`config.mk`:
```
export PLATFORM = sky130hd
export DESIGN_NAME = apb_master_ctrl
export DESIGN_NICKNAME = d
export VERILOG_FILES = /design/src/rtl/apb_master_ctrl.sv
export SDC_FILE = /design/constraint.sdc
export NUM_CORES = 1
export LEC_CHECK = 0
export CORE_UTILIZATION = 42
export DETAILED_ROUTE_END_ITERATION = 10
export GPL_TIMING_DRIVEN = 0
export PLACE_DENSITY = 0.81
export RECOVER_POWER = 50
export SKIP_LAST_GASP = 1
export SLEW_MARGIN = 20
export SYNTH_ARGS = -nofsm -noshare
export SYNTH_HDL_FRONTEND = slang
export SYNTH_SLANG_ARGS = --single-unit
```
`constraint.sdc`:
```
create_clock -name PCLK -period 2.5 [get_ports PCLK]
set_clock_uncertainty 0.15 [all_clocks]
set_input_delay 0.5 -clock PCLK [delete_from_list [all_inputs] [get_ports PCLK]]
set_output_delay 0.5 -clock PCLK [all_outputs]
set_load 0.01 [all_outputs]
```
`src/rtl/apb_master_ctrl.sv`:
```
// APB master controller: takes one application command at a time, runs the
// APB SETUP/ACCESS sequence with a bounded PREADY wait, and returns a response.
module apb_master_ctrl #(
  parameter int DATA_WD = 32,
  parameter int ADDR_WD = 16,
  parameter int TIMEOUT = 255
) (
  input  logic               PCLK,
  input  logic               PRESETn,
  input  logic               cmd_valid,
  output logic               cmd_ready,
  input  logic               cmd_write,
  input  logic [ADDR_WD-1:0] cmd_addr,
  input  logic [DATA_WD-1:0] cmd_wdata,
  input  logic [3:0]         cmd_strb,
  output logic               rsp_valid,
  input  logic               rsp_ready,
  output logic [DATA_WD-1:0] rsp_rdata,
  output logic [1:0]         rsp_err,
  output logic               rsp_timeout,
  output logic               PSEL,
  output logic               PENABLE,
  output logic               PWRITE,
  output logic [ADDR_WD-1:0] PADDR,
  output logic [DATA_WD-1:0] PWDATA,
  output logic [3:0]         PSTRB,
  input  logic               PREADY,
  input  logic [DATA_WD-1:0] PRDATA,
  input  logic [1:0]         PSLVERR
);

  typedef enum logic [1:0] {
    ST_IDLE,
    ST_SETUP,
    ST_ACCESS,
    ST_RESP
  } state_t;

  localparam logic [7:0] TIMEOUT_CNT = 8'(TIMEOUT);

  state_t             state_q, state_d;
  logic [7:0]         wait_cnt_q, wait_cnt_d;

  logic               cmd_ready_d;
  logic               rsp_valid_d;
  logic [DATA_WD-1:0] rsp_rdata_d;
  logic [1:0]         rsp_err_d;
  logic               rsp_timeout_d;
  logic               psel_d;
  logic               penable_d;
  logic               pwrite_d;
  logic [ADDR_WD-1:0] paddr_d;
  logic [DATA_WD-1:0] pwdata_d;
  logic [3:0]         pstrb_d;

  always_comb begin
    // NOTE: every signal gets a hold-value default first so no branch can leave
    // it unassigned, which would otherwise infer a latch.
    state_d       = state_q;
    wait_cnt_d    = wait_cnt_q;
    cmd_ready_d   = cmd_ready;
    rsp_valid_d   = rsp_valid;
    rsp_rdata_d   = rsp_rdata;
    rsp_err_d     = rsp_err;
    rsp_timeout_d = rsp_timeout;
    psel_d        = PSEL;
    penable_d     = PENABLE;
    pwrite_d      = PWRITE;
    paddr_d       = PADDR;
    pwdata_d      = PWDATA;
    pstrb_d       = PSTRB;

    unique case (state_q)
      ST_IDLE: begin
        if (cmd_valid && cmd_ready) begin
          // The APB address/data registers double as the latched command.
          paddr_d     = cmd_addr;
          pwrite_d    = cmd_write;
          pwdata_d    = cmd_write ? cmd_wdata : '0;
          pstrb_d     = cmd_write ? cmd_strb : 4'h0;
          cmd_ready_d = 1'b0;
          psel_d      = 1'b1;
          wait_cnt_d  = 8'd0;
          state_d     = ST_SETUP;
        end
      end

      ST_SETUP: begin
        penable_d = 1'b1;
        state_d   = ST_ACCESS;
      end

      ST_ACCESS: begin
        if (PREADY) begin
          rsp_err_d     = PSLVERR;
          rsp_rdata_d   = PWRITE ? '0 : PRDATA;
          rsp_timeout_d = 1'b0;
          psel_d        = 1'b0;
          penable_d     = 1'b0;
          rsp_valid_d   = 1'b1;
          state_d       = ST_RESP;
        end else if (wait_cnt_q == TIMEOUT_CNT - 8'd1) begin
          // This low sample is the TIMEOUT-th in a row: abort the transfer.
          rsp_err_d     = 2'b00;
          rsp_rdata_d   = '0;
          rsp_timeout_d = 1'b1;
          psel_d        = 1'b0;
          penable_d     = 1'b0;
          rsp_valid_d   = 1'b1;
          state_d       = ST_RESP;
        end else begin
          wait_cnt_d = wait_cnt_q + 8'd1;
        end
      end

      ST_RESP: begin
        if (rsp_ready) begin
          rsp_valid_d = 1'b0;
          cmd_ready_d = 1'b1;
          state_d     = ST_IDLE;
        end
      end

      default: state_d = ST_IDLE;
    endcase
  end

  // NOTE: sequential state uses non-blocking assignments so every register
  // samples the pre-edge values, independent of statement order.
  always_ff @(posedge PCLK or negedge PRESETn) begin
    if (!PRESETn) begin
      state_q    <= ST_IDLE;
      wait_cnt_q <= 8'd0;
    end else begin
      state_q    <= state_d;
      wait_cnt_q <= wait_cnt_d;
    end
  end

  always_ff @(posedge PCLK or negedge PRESETn) begin
    if (!PRESETn) begin
      cmd_ready   <= 1'b1;
      rsp_valid   <= 1'b0;
      rsp_rdata   <= '0;
      rsp_err     <= 2'b00;
      rsp_timeout <= 1'b0;
      PSEL        <= 1'b0;
      PENABLE     <= 1'b0;
      PWRITE      <= 1'b0;
      PADDR       <= '0;
      PWDATA      <= '0;
      PSTRB       <= 4'h0;
    end else begin
      cmd_ready   <= cmd_ready_d;
      rsp_valid   <= rsp_valid_d;
      rsp_rdata   <= rsp_rdata_d;
      rsp_err     <= rsp_err_d;
      rsp_timeout <= rsp_timeout_d;
      PSEL        <= psel_d;
      PENABLE     <= penable_d;
      PWRITE      <= pwrite_d;
      PADDR       <= paddr_d;
      PWDATA      <= pwdata_d;
      PSTRB       <= pstrb_d;
    end
  end

endmodule

```
==> results of run 1 <==
## final timing paths
| kind | slack (ns) | cells past startpoint | start | end |
|---|---|---|---|---|
| min | 0.32 | 2 | PSTRB[3] | PSTRB[3] |
| min reg2reg | 0.32 | 2 | PSTRB[3] | PSTRB[3] |
| max in group asynchronous | 0.32 | 3 | PRESETn | cmd_ready |
| min in group asynchronous | 0.78 | 2 | PRESETn | rsp_rdata[26] |
| max reg2reg | 0.23 | 8 | state_q[0] | wait_cnt_q[5] |
| max | 0.23 | 8 | state_q[0] | wait_cnt_q[5] |
## registers in the layout, indices dropped and copies added, names as in the netlist
signal       cells
rsp_valid        1
wait_cnt_q       8
PSEL             1
PWDATA          32
PWRITE           1
PSTRB            4
rsp_err          2
PENABLE          1
rsp_timeout      1
state_q          2
rsp_rdata       32
cmd_ready        1
PADDR           16
## critical path: stages, from the launching register on
cell and delay, ns:
dfrtp_1 0.41, inv_1 0.09, ha_1 0.28, and3_1 0.19, buf_4 0.19, o221ai_2 0.13, buf_6 0.16, or4_1 0.46
a21oi_1 0.15
## cell families after synthesis
group | Yosys count | share of synthesized area (%)
buffers and inverters | 33 | 3.32
AOI/OAI and AO/OA | 57 | 11.1
and+or+nand+nor | 195 | 20.0
DFF | 102 | 62.7
muxes | 5 | 1.32
adders and majority gates | 5 | 1.54
## per-stage QoR
step                      TNS [ns]  area, um^2  power, W
after floorplan                  0        4070   0.00400
after global placement     -303.34        6050   0.00565
after detailed placement   -0.0126        6070   0.00577
after CTS                        0        6300   0.00691
after global routing             0        6280   0.00717
final                            0        6280   0.00672
## metal layers
layer | up-vias | wire length, um | GRT usage [%]
li1 | 1729 | - | -
met1 | 1756 | 4350 | 26.5
met2 | 128 | 5540 | 39.2
met3 | 14 | 809 | 6.45
met4 | 0 | 136 | 6.91
met5 | - | 0 | 0
## area by class of cell
| type | count | area (um^2) |
|---|---|---|
| clock inverters | 5 | 81.3 |
| clock buffers | 11 | 131 |
| multi-input cells | 262 | 1380 |
| plain buffers | 24 | 105 |
| inverters | 9 | 33.8 |
| fillers | 740 | 3050 |
| well taps | 129 | 161 |
| repair buffers | 183 | 1830 |
| flip-flops and latches | 102 | 2550 |
## report_power, final
part           leakage (nW)  internal [W]  switching, W
registers              1.32       0.00232      0.000387
clock network         0.104      0.000568      0.000558
logic                  1.57       0.00158       0.00130
total                  2.99       0.00447       0.00224
## timing repair
item | CTS | global route
hold buffers | 1 | 0
setup buffers | 0 | 0
resized for setup | 0 | 6
hold endpoints to repair | 49 | 0
setup endpoints to repair | 0 | 30
## synthesized netlist by cell type, types with 2 or more instances
library cell and instances:
nand2b_1 5, nor2_1 7, a21oi_1 8, inv_1 9
mux2i_1 2, a22o_1 33, buf_1 2, clkbuf_1 20
nand2_1 135, o21ai_0 5, mux2_2 3, nand4_1 2
dfrtp_1 101, a32o_1 3, o31ai_1 2, or4_1 2
nand3_1 40, ha_1 5
==> out/qor.yml, run 1 <==
cts_root_buffer: "clkbuf_8"
antenna_found_initial: 0
slew_headroom_pct: 18.4
drv_cap: 0
coreArea_um2: 9330
die-area_um2: 10100
rsz0062_at_grt: "false"
crit_type: "reg2reg"
first_global_vias: 3655
clk_pin_slew_ns: 0.09
synth.area.top_cells: "dfrtp_1 (62%), nand2_1 (12%), a22o_1 (7.1%), nand3_1 (4.9%), clkbuf_1 (1.8%)"
final_cells: 725
dp_hpwl_mm: 8.14
fin_crit_sh_pct: 90.6
nets: 688
place_inst: 708
grt_max_degree: 54
globalplace.congestion: 0.816
synth_edf_count: 0
die_height_um: 100
final_hold_viol_count: 0
fin_crit_ns: 2.27
diodes: 0
clock_sink_count: 102
synth-async-reset-ratio_pct: 100
drive_above_1_share_pct: 4.36
final_common_cell: "clkdlybuf4s50_1"
h-tree-depth: 3
synth.top_cell.area_share_pct: 62.1
synth_area_um2: 4070
clk_latency_ns: 0.35
synthToLayoutAreaGrowth_pct: 54.2
synthCells: 397
via_count: 3627
hp-class: "reg2reg"
place_ws_ns: -0.0126
grt.total_usage_pct: 22.3
finalMaxSlewViolations: 0
setup_ws_ns: 0.235
fin_hold_ws_ns: 0.317
cellLeakagePower_nw: 2.99
drtIter0Drc: 119
mostFrequentLayoutCells: "clkdlybuf4s50_1 (137), nand2_1 (135), dfrtp_1 (101)"
synth_top_flop_cell: "dfrtp_1"
synth_seq_area_share_pct: 62.7
syn-mean-instance-area_um2: 10.3
start_util_pct: 43.7
ant_nets: 0
arrival_ns: 2.39
rows: 35
required_ns: 2.63
tightest_slew_ns: 1.22
wl_per_cell_um: 14.9
clockBufferDepth: 2
crit_path_start_kind: "register"
io_pins: 184
dieWidth_um: 100
cts_inserted_buffers: 9
status: "finished, final reports clean"
firstDrtPassIters: 4
cts_tree: "yes"
ys.warnings.count: 0
setup_viol_count_final: 0
yosysTopAreaCell: "dfrtp_1"
numPortBuffers: 181
totalWireLength_mm: 10.8
end_kind: "register"
drc: 0
synth_cell_type_count: 31
p_per_area_nw_per_um2: 1070
path_max_fanout: 10
overflow: 0
vias_per_cell: 5.00
ir_drop_mv: 0.533
ys_ff_latch: 102
fmax_mhz: 441
synth_nets: 494
grt_pass1_wl_mm: 17.6
utilization_pct: 67.3
No activity file was read; power rests on OpenSTA's default activity.
==> inputs of run 2 (changes only) <==
- clock period: 2.5 -> 2.54 ns (I/O delays scaled with it)
==> results of run 2 <==
The final DEF is identical to that of run 1. Status: finished, final reports clean.
Main changes from that run: setup slack after placement -0.0126 ns -> 0.0194 ns; setup slack after layout 0.235 ns -> 0.275 ns; register-to-register setup slack 0.23 ns -> 0.27 ns; total power 0.00672 W -> 0.00661 W; worst IR drop on VDD 0.533 mV -> 0.525 mV
==> inputs of run 3 (changes only) <==
- CAP_MARGIN: not set -> 20
- CORE_UTILIZATION: 42 -> 32
- PLACE_DENSITY: 0.81 -> not set
==> run 3 against run 2 <==
  * Die area rose by 31%
  * Clock power rose by 35%
  * Combinational power barely moved
  * Critical path depth fell by 1
  * Critical path type unchanged
  * Critical endpoint is now rsp_rdata[22]
==> out/qor.yml, run 3 (synthesis gave the netlist of run 1 again) <==
dieWidth_um: 115  # +14%
final_common_cell: "clkdlybuf4s50_1"
tightest_slew_ns: 1.23  # +0.00983 ns
cts_inserted_buffers: 9  # unchanged
path_common_cell: "clkbuf_1"
rows: 40  # +14%
coreArea_um2: 12200  # +31%
dp_hpwl_mm: 8.30  # +2.0%
hp-class: "reg2reg"
p_clk_share_pct: 21.4  # +4.6 points
timing.rr.start: "state_q[0]"
nets: 688  # unchanged
place_ws_ns: -0.0535
start_util_pct: 33.4  # -10 points
ir_drop_mv: 0.567
setup_ws_ns: 0.245
cp_slowest_stage_delay_ns: 0.40  # -0.06 ns
fin_hold_ws_ns: 0.308  # -0.00974 ns
final_hold_viol_count: 0  # unchanged
final_cells: 764  # +5.4%
fmax_mhz: 436  # -1.3%
cts_root_buffer: "clkbuf_16"
mostFrequentLayoutCells: "clkdlybuf4s50_1 (137), nand2_1 (135), dfrtp_1 (101)"
ant_nets: 0  # unchanged
postCtsSetupRepairBufs: 0  # unchanged
drtIter0Drc: 184  # +55%
required_ns: 2.67
status: "finished, final reports clean"
p_per_area_nw_per_um2: 1090
clk_pin_slew_ns: 0.07  # -0.02 ns
die-area_um2: 13200  # +31%
vias_per_cell: 4.64  # -7.3%
via_count: 3544  # -2.3%
arrival_ns: 2.43  # +0.04 ns
wl_per_cell_um: 14.7  # -1.4%
io_pins: 184  # unchanged
crit_start: "state_q[0]"
place_inst: 747  # +5.5%
comb_power_share_pct: 40.5  # -2.4 points
drv_cap: 0  # unchanged
first_global_vias: 3579  # -2.1%
r2r-end: "rsp_rdata[22]"
antenna_found_initial: 0  # unchanged
p_total_w: 0.00699
clockBufferDepth: 2  # unchanged
p_int_w: 0.00473
finalMaxSlewViolations: 0  # unchanged
hold_path.startpoint: "PWDATA[24]"
p_seq_share_pct: 38.1  # -2.3 points
slew_headroom_pct: 17.8  # -0.66 points
totalWireLength_mm: 11.3  # +3.9%
setup_viol_count_final: 0  # unchanged
fin_crit_ns: 2.30  # +0.0299 ns
clock_sink_count: 102  # unchanged
die_height_um: 115  # +14%
cts_tree: "yes"
ff2ff_path_depth: 7  # -1
numPortBuffers: 181  # unchanged
switching_power_w: 0.00226
h-tree-depth: 3  # unchanged
swShare_pct: 32.3
critPathSlowestCell: "dfrtp_1"
firstDrtPassIters: 5  # +1
utilization_pct: 52.7  # -15 points
crit_path_start_kind: "register"
synthToLayoutAreaGrowth_pct: 58.1
globalplace.congestion: 0.732  # -10%
diodes: 0  # unchanged
drive_above_1_share_pct: 4.53  # +0.17 points
top_regs: "PWDATA: 32 flops, rsp_rdata: 32 flops, PADDR: 16 flops"
path_max_fanout: 10  # unchanged
grt.total_usage_pct: 18.0  # -4.3 points
clk_latency_ns: 0.35  # about the same
rrSetupSlack_ns: 0.24
drc: 0  # unchanged
grt_pass1_wl_mm: 18.1  # +3.1%
cp-endpoint: "rsp_rdata[22]"
crit_type: "reg2reg"
overflow: 0  # unchanged
grt_max_degree: 55  # +1.9%
cellLeakagePower_nw: 3.03  # +1.5%
fin_crit_sh_pct: 90.4
path_cells: "inv_1 > ha_1 > clkbuf_1 > nand2_1 > nor2_1 > clkbuf_1 > a22o_1"
end_kind: "register"
-- run 3: cell types whose count changed in the layout (fill, tap and decap cells not counted) --
cell        delta
clkbuf_2       -1
inv_6          -1
clkinv_2       +1
clkinvlp_4     +1
clkbuf_8       -8
clkbuf_1       -1
clkbuf_16      +9
-- run 3: metal layers --
layer	vias to the layer above	part of all wire, %	GRT usage (%)
met2	138	46	29.0
met3	6	11	9.01
met5	-	0	0
met1	1674	42	21.4
met4	0	0.58	4.68
li1	1726	-	-
-- run 3: how the worst min path moves through the flow --
stage,cells past startpoint,end
detailed placement,2,PWDATA[24]
global route,2,PSTRB[2]
CTS,2,PWDATA[24]
global placement,2,PWDATA[13]
finish,2,PWDATA[24]
floorplan,0,PADDR[0]
-- run 3: power groups by stage --
stage	clock (W)	sequential, W	combinational, W
floorplan	0	0.00296	0.000970
global placement	0	0.00267	0.00294
detailed placement	0	0.00270	0.00298
CTS	0.00154	0.00268	0.00300
global route	0.00161	0.00275	0.00312
finish	0.00150	0.00266	0.00283
-- run 3: what timing repair did --
item                                    4_1_cts  5_1_grt
endpoints found under the setup margin        0       20
resized for setup                             0        4
endpoints found under the hold margin        48        0
hold buffers                                  1        0
-- run 3: critical path: cells and delay by family (launching register included) --
kind,cells,cell delay [ns]
fa+ha+maj,1,0.17
compound gates,1,0.20
simple gates,2,0.49
flops,1,0.40
buf+inv,3,0.82
-- run 3: area by class of cell --
type	instances	area, um^2
well taps	168	210
multi-input cells	262	1380
plain buffers	24	104
flip-flops and latches	102	2550
fillers	1154	5770
repair buffers	183	1830
clock inverters	6	85.1
inverters	9	33.8
clock buffers	10	239
-- run 3: metrics by stage --
| stage | instance area (um^2) | TNS (ns) |
|---|---|---|
| 6_report | 6440 | 0 |
| 3_3_place_gp | 6090 | -316.81 |
| 4_1_cts | 6460 | 0 |
| 5_1_grt | 6440 | -0.000343 |
| 3_5_place_dp | 6120 | -0.0535 |
| 2_1_floorplan | 4070 | 0 |
